<file path="config.mk">
export PLATFORM = sky130hd
export DESIGN_NAME = branch_resolve
export DESIGN_NICKNAME = d
export VERILOG_FILES = /design/src/rtl/branch_resolve.sv
export SDC_FILE = /design/constraint.sdc
export NUM_CORES = 1
export LEC_CHECK = 0
export BUFFER_PORTS_ARGS = -buffer_cell sky130_fd_sc_hd__buf_2
export CAP_MARGIN = 20
export CORE_ASPECT_RATIO = 0.9
export CORE_UTILIZATION = 55
export DETAILED_ROUTE_END_ITERATION = 7
export GPL_TIMING_DRIVEN = 0
export PLACE_DENSITY = 0.8
export REMOVE_ABC_BUFFERS = 1
export SKIP_CTS_REPAIR_TIMING = 1
export SLEW_MARGIN = 25
export SYNTH_ARGS = -nofsm -noshare
export SYNTH_HDL_FRONTEND = slang
export SYNTH_SLANG_ARGS = --single-unit
</file>
<file path="constraint.sdc">
create_clock -name clk -period 6.05 [get_ports clk]
set_input_delay 0.605 -clock clk [delete_from_list [all_inputs] [get_ports clk]]
set_output_delay 0.605 -clock clk [all_outputs]
set_load 0.03 [all_outputs]
</file>
<file path="src/rtl/branch_resolve.sv">
// ---------------------------------------------------------------------------
// branch_resolve
//   Resolves one branch/jump request at a time. A request is captured when
//   in_valid and in_ready are both high at a rising edge, resolved in the
//   following cycle, and the decision is published with a one-cycle
//   out_valid pulse. A taken result also raises flush for FLUSH_CYCLES
//   consecutive cycles, starting with the out_valid cycle.
//
// Ports
//   clk         in   single clock, rising edge
//   rst         in   asynchronous active-high reset
//   in_valid    in   request fields valid this cycle
//   in_ready    out  block can accept a request (IDLE only)
//   op          in   00 BEQZ, 01 BNEZ, 10 J, 11 JR
//   cond        in   condition word (set-compare result, all bits tested)
//   pc_plus4    in   address of the instruction after the branch
//   imm         in   sign-extended byte offset
//   reg_target  in   register target for JR
//   out_valid   out  one-cycle pulse per resolved request
//   taken       out  branch decision, held until the next out_valid
//   target      out  redirect address, held until the next out_valid
//   flush       out  squash request for younger pipeline stages
// ---------------------------------------------------------------------------
module branch_resolve #(
  parameter int WIDTH        = 32,
  parameter int FLUSH_CYCLES = 2
) (
  input  logic             clk,
  input  logic             rst,
  input  logic             in_valid,
  output logic             in_ready,
  input  logic [1:0]       op,
  input  logic [WIDTH-1:0] cond,
  input  logic [WIDTH-1:0] pc_plus4,
  input  logic [WIDTH-1:0] imm,
  input  logic [WIDTH-1:0] reg_target,
  output logic             out_valid,
  output logic             taken,
  output logic [WIDTH-1:0] target,
  output logic             flush
);

  typedef enum logic [1:0] {
    IDLE    = 2'd0,
    RESOLVE = 2'd1,
    FLUSH   = 2'd2
  } state_t;

  localparam logic [1:0] OP_BEQZ = 2'b00;
  localparam logic [1:0] OP_BNEZ = 2'b01;
  localparam logic [1:0] OP_J    = 2'b10;
  localparam logic [1:0] OP_JR   = 2'b11;

  localparam logic [3:0] FC = 4'(FLUSH_CYCLES);

  state_t           r_state;
  logic [1:0]       r_op;
  logic [WIDTH-1:0] r_cond;
  logic [WIDTH-1:0] r_pc_plus4;
  logic [WIDTH-1:0] r_imm;
  logic [WIDTH-1:0] r_reg_target;
  logic [3:0]       r_cnt;
  logic             r_out_valid;
  logic             r_taken;
  logic [WIDTH-1:0] r_target;
  logic             r_flush;

  logic             w_zero;
  logic             w_taken;
  logic [WIDTH-1:0] w_target;

  // Decision and redirect address from the captured request.
  always_comb begin
    w_zero   = (r_cond == {WIDTH{1'b0}});
    w_taken  = 1'b0;
    w_target = r_pc_plus4 + r_imm;
    case (r_op)
      OP_BEQZ: w_taken = w_zero;
      OP_BNEZ: w_taken = ~w_zero;
      OP_J:    w_taken = 1'b1;
      OP_JR: begin
        w_taken  = 1'b1;
        w_target = r_reg_target;
      end
      default: w_taken = 1'b0;
    endcase
  end

  // FSM, request capture and all registered outputs.
  always_ff @(posedge clk or posedge rst) begin
    if (rst) begin
      r_state      <= IDLE;
      r_op         <= 2'b00;
      r_cond       <= {WIDTH{1'b0}};
      r_pc_plus4   <= {WIDTH{1'b0}};
      r_imm        <= {WIDTH{1'b0}};
      r_reg_target <= {WIDTH{1'b0}};
      r_cnt        <= 4'd0;
      r_out_valid  <= 1'b0;
      r_taken      <= 1'b0;
      r_target     <= {WIDTH{1'b0}};
      r_flush      <= 1'b0;
    end else begin
      r_out_valid <= 1'b0;

      // The flush counter winds down on its own: the FSM hands back to
      // IDLE one cycle before the last flush cycle, so the final flush
      // cycle overlaps the first cycle in which a new request is accepted.
      if (r_cnt != 4'd0) begin
        r_cnt   <= r_cnt - 4'd1;
        r_flush <= (r_cnt > 4'd1);
      end else begin
        r_flush <= 1'b0;
      end

      case (r_state)
        IDLE: begin
          if (in_valid) begin
            r_op         <= op;
            r_cond       <= cond;
            r_pc_plus4   <= pc_plus4;
            r_imm        <= imm;
            r_reg_target <= reg_target;
            r_state      <= RESOLVE;
          end else begin
            r_state <= IDLE;
          end
        end
        RESOLVE: begin
          r_out_valid <= 1'b1;
          r_taken     <= w_taken;
          r_target    <= w_target;
          if (w_taken && (FC != 4'd0)) begin
            r_cnt   <= FC;
            r_flush <= 1'b1;
            r_state <= FLUSH;
          end else begin
            r_state <= IDLE;
          end
        end
        FLUSH: begin
          // Counter value 2 means only one flush cycle remains after this one.
          if (r_cnt <= 4'd2) begin
            r_state <= IDLE;
          end else begin
            r_state <= FLUSH;
          end
        end
        default: begin
          r_state <= IDLE;
          r_cnt   <= 4'd0;
          r_flush <= 1'b0;
        end
      endcase
    end
  end

  assign in_ready  = (r_state == IDLE);
  assign out_valid = r_out_valid;
  assign taken     = r_taken;
  assign target    = r_target;
  assign flush     = r_flush;

endmodule

</file>
# After elaboration in Yosys (flattened, before gate mapping)
# Index checks and enable logic that the tools add are counted.
[op_classes] n_mux=13 n_lt_le_gt_ge=2 bitwise_logic=1 reduce_logical=7 n_eq_ne=5 n_addsub=2
[ops] operator="adder 32 bit" n=1
[ops] operator="logical NOT 32 bit" n=1
[ops] operator="2-to-1 mux 32 bit" n=1
[ops] operator="2-to-1 mux 4 bit" n=2
[ops] operator="case mux 4 bit (2 select lines)" n=1
[ops] operator="== test 2 bit (second input constant)" n=3
[ops] operator="case mux 2 bit (3 select lines)" n=1
[ops] operator="== test 2 x 1 -> 1 bit (second input constant)" n=2
[ops] operator="> comparator 4 x 1 -> 1 bit (second input constant)" n=1
[ops] operator="less-or-equal comparator 4 x 2 -> 1 bit (second input constant)" n=1
[ops] operator="logical NOT 2 bit" n=2
[ops] operator="2-to-1 mux 1 bit" n=4
[ops] operator="2-to-1 mux 2 bit" n=2
[ops] operator="nonzero test 4 bit" n=1
[ops] operator="OR reduction 2 bit" n=2
[ops] operator="subtractor 4 x 1 -> 4 bit (second input constant)" n=1
[ops] operator="case mux 1 bit (3 select lines)" n=1
[ops] operator="case mux 1 bit (2 select lines)" n=1
[ops] operator="AND reduction 2 bit" n=1
[ops] operator="inverter 1 bit" n=1
[word_totals] ff_bits=171 out_inout_bits=36

# Longest topological paths before layout
[logic_depth] ltp_word=5 ltp_mapped=10 ltp_nobuf=10

# Worst setup path after synthesis
# OpenSTA, ideal clock, no wires.
[synth_path] path_type="reg2reg" startpoint="reg r_pc_plus4[0]" endpoint="reg r_target[10] (netlist: target[10])" setup_time_ns=0.128 t_arrival_ns=2.185 slack_ns=3.737 path_stages_with_launch=11 cell_sequence="dfrtp_1 > ha_1 > fa_1 > a21oi_1 > nand4b_4 > nand2_1 > a31o_2 > a21o_1 > a21oi_1 > xnor2_1 > o21ai_1"
[synth_between] elab_chain_len=2
[synth_lines] item="start: declaration" line_no="59" rtl="logic [WIDTH-1:0] r_pc_plus4;"
[synth_lines] item="start signal: assignment" line_no="95" rtl="r_pc_plus4 <= {WIDTH{1'b0}};"
[synth_lines] item="start signal: assignment" line_no="121" rtl="r_pc_plus4 <= pc_plus4;"
[synth_lines] item="adder 32 bit" line_no="76" rtl="w_target = r_pc_plus4 + r_imm;"
[synth_lines] item="2-to-1 mux 32 bit" line_no="77" rtl="case (r_op)"
[synth_lines] item="end signal: assignment" line_no="101" rtl="r_target <= {WIDTH{1'b0}};"
[synth_lines] item="end signal: assignment" line_no="132" rtl="r_target <= w_target;"
[synth_lines] item="end: declaration" line_no="65" rtl="logic [WIDTH-1:0] r_target;"
# Every way passes these cells.
# A chain may end at the register's enable or synchronous reset.

# Worst setup path in the final report
[layout_path] startpoint="reg r_pc_plus4[0]" endpoint="reg r_target[28] (netlist: target[28])"
# The elaborated chain is that of the path after synthesis.

==> results.yml <==
synth:
  synthXorXnorAreaFrac: 0.03108
  synth_adder_area_share: 0.05417
  yosys.area_share.simple: 0.08629
  ys_ff_latch: 171
  syn_inst: 728
  synth-edff-count: 0
  syn_area_mm2: 0.008453
  synth-seq-area-share: 0.5062
  yosys_warnings: 0
  synth_compound_area_frac: 0.1246
  synthFlopType: "dfrtp_1"
  syn_avg_cell_area_um2: 11.61
  synth_top_family_by_area: "multiplexers"
  synthArstFlopShare: 1.000
  synthMuxAreaShare: 0.1757
  synth_cell_type_count: 58
worst_setup_path:
  r2r-start: "r_pc_plus4[0]"
  end_kind: "register"
  crit_type: "register to register"
  critPathMaxFanout: 5
  rr_worst_depth: 10
  endpoint: "target[28]"
  rrSetupSlack_ps: 3300
  cp.required_ps: 6340
  arrival_ps: 3040
  start_kind: "register"
  regToRegEndpoint: "target[28]"
  startpoint: "r_pc_plus4[0]"
global_route:
  grt_usage: 0.2553
  grt_pass1_wl_um: 31300
  grt_pass1_vias: 6372
  grt_max_degree: 94
  antenna_found_initial: 0
  grt_overflow_total: 0
timing:
  final_hold_viol_count: 0
  fin_crit_sh: 0.4540
  setup_slack_ps: 3303
  maxSlewViolCount: 0
  slew_headroom: 0.3737
  clock_skew_ps: 11.52
  whs_ps: 251.6
  min_period_ps: 2747
  rsz0062_at_grt: "no"
  finalSetupViolations: 0
  max_freq_mhz: 364.1
  tightest_slew_ps: 936.0
  fin_tns_setup_ps: 0
cells_and_area:
  fin_nets: 1058
  diodes: 0
  final_area_mm2: 0.01014
  area_growth_pct: 19.92
  drive_above_1_share: 0.3858
  finalNonFillerCells: 1100
  fillCellCount: 1098
placement:
  place_inst: 1068
  place_hpwl_um: 13790
  io_buffers: 168
  gp_congestion: 0.8620
  dp_slack_ps: 3403
  place_area_mm2: 0.009525
cts:
  clk_pin_slew_ps: 60
  clock_path_buffers: 2
  cts-buffers-inserted: 17
  clkSinkCount: 171
  tritoncts: "built"
  cts_max_level: 4
  cts-root-buf: "clkbuf_16"
  clk_latency_ps: 430
die:
  die_area_mm2: 0.01587
  rows: 42
  die_height_um: 119.6
  ioPinCount: 169
  core-area_mm2: 0.01487
  die_width_um: 132.7
  initial_utilization: 0.5684
drt:
  vias: 6172
  drcViolationCount: 0
  ant_nets: 0
  vias_per_cell: 5.611
  drt_iter0_drc: 391
  drtPass1Iterations: 4
  wire_per_inst_um: 17.25
  wl_um: 18980
power:
  pwr_density_cell_mw_per_mm2: 686.7
  leakage_nw: 4.601
  ir_worst_vdd_mv: 0.3785
run:
  max_cap_viol_count: 0
status:
  status: "finished, final reports clean"
min_path:
  hp-class: "primary input to async pin"
-- state kept, by name (all words and copies together), names as in the netlist --
| register | count |
|---|---|
| r_cond | 32 |
| r_imm | 32 |
| r_pc_plus4 | 32 |
| r_reg_target | 32 |
| target | 32 |
| r_cnt | 4 |
| r_op | 2 |
| r_state | 2 |
| flush | 1 |
| out_valid | 1 |
| taken | 1 |
-- cell type report --
type,instances,area [um2],share of cell area
inverter,14,60.06,0.005924
tap,198,247.7,0.02444
multi-input combinational,513,3995,0.3941
timing repair buffer,172,943.4,0.09306
sequential,171,4279,0.4221
clock inverter,11,141.4,0.01395
clock buffer,21,470.5,0.04641
-- where the power goes --
part | internal [mW] | switching, mW | total [mW]
logic | 1.58 | 2.19 | 3.77
registers | 1.73 | 0.347 | 2.07
clock network | 0.680 | 0.439 | 1.12
-- worst min-delay path by stage --
stage	start	to	slack, ps	depth (start not counted)
detailed placement	taken	taken	470	1
global placement	target[2]	target[2]	460	2
finish	rst	r_cond[13]	250	2
CTS	rst	r_cond[13]	260	2
global route	rst	r_cond[13]	280	2
floorplan	r_reg_target[0]	r_reg_target[0]	460	1
-- cell usage after synthesis (5+ instances only) --
| library cell | number | area [um2] |
|---|---|---|
| xnor2_1 | 18 | 157.7 |
| a31oi_1 | 8 | 50.05 |
| nor2_1 | 44 | 165.2 |
| mux2_1 | 10 | 112.6 |
| o21ai_1 | 25 | 125.1 |
| nor4_1 | 9 | 56.30 |
| a21o_1 | 10 | 75.07 |
| nor3_1 | 9 | 45.04 |
| clkbuf_1 | 12 | 45.04 |
| buf_1 | 7 | 26.28 |
| o21ai_0 | 19 | 95.09 |
| nand2_1 | 58 | 217.7 |
| a22oi_1 | 9 | 67.56 |
| nand4_1 | 9 | 56.30 |
| o211ai_1 | 5 | 37.54 |
| a21oi_1 | 51 | 255.2 |
| dfrtp_1 | 171 | 4279 |
| mux2_2 | 121 | 1363 |
| inv_1 | 13 | 48.80 |
| ha_1 | 35 | 437.9 |
| nand3_1 | 5 | 25.02 |
| xor2_1 | 12 | 105.1 |
| o21a_1 | 6 | 45.04 |
| buf_2 | 10 | 50.05 |
-- through the flow --
stage          utilization  power (mW)
3_5_place_dp        0.6405       5.792
5_1_grt             0.6816       7.443
4_1_cts             0.6816       6.955
6_report            0.6816       6.961
3_3_place_gp        0.6327       5.709
2_1_floorplan            -       4.878
-- worst max-delay path, stage by stage, from the launching register on --
cell	delay, ps
dfrtp_1	390
ha_1	250
fa_1	420
a21oi_1	270
nand4b_4	210
a2111oi_4	100
o31ai_2	350
o21ai_4	120
a21oi_1	220
xor2_1	210
o21ai_1	80
-- layer usage --
layer  up-vias  global-route usage  wire length [um]
li1       2944                   -                 -
met1      2990              0.3317              8395
met2       211              0.4030              8852
met3        27             0.08196              1431
met4         0             0.09052               299
met5         -                   0                 0
-- cells in the final DEF (no fill, tap or decap), types with 3 or more instances in the layout --
cell type   Yosys  layout
xor2_1         12      12
a22oi_1         9       9
clkinvlp_4      0       3
o21bai_1        4       4
nand2b_1        4       3
dfrtp_1       171     171
mux2_2        121     121
nand3_1         5       5
o21a_1          6       6
a211oi_1        4       4
a21o_1         10      10
a31oi_1         8       8
nand2_1        58      58
o21ai_1        25      25
nor3_1          9       9
nor2_1         44      44
buf_16          0       3
mux2_1         10      10
o211ai_1        5       5
buf_2          10     168
clkinv_2        0       4
bufinv_16       0       3
nor4_1          9       9
clkbuf_16       0      17
o21ai_0        19      19
a21oi_1        51      51
clkbuf_8        0       3
ha_1           35      35
inv_1          13      12
nand4_1         9       9
xnor2_1        18      18
-- logic make-up (layout without fill, tap and decap cells) --
logic type,count (synthesis),after routing
muxes,132,132
AOI/OAI and AO/OA,163,163
and+or+nand+nor,152,152
DFF,171,171
adders and majority gates,36,36
xor gates and xnor gates,30,30
buffers and inverters,44,218
Note: power is estimated with default switching activity, not from simulation.
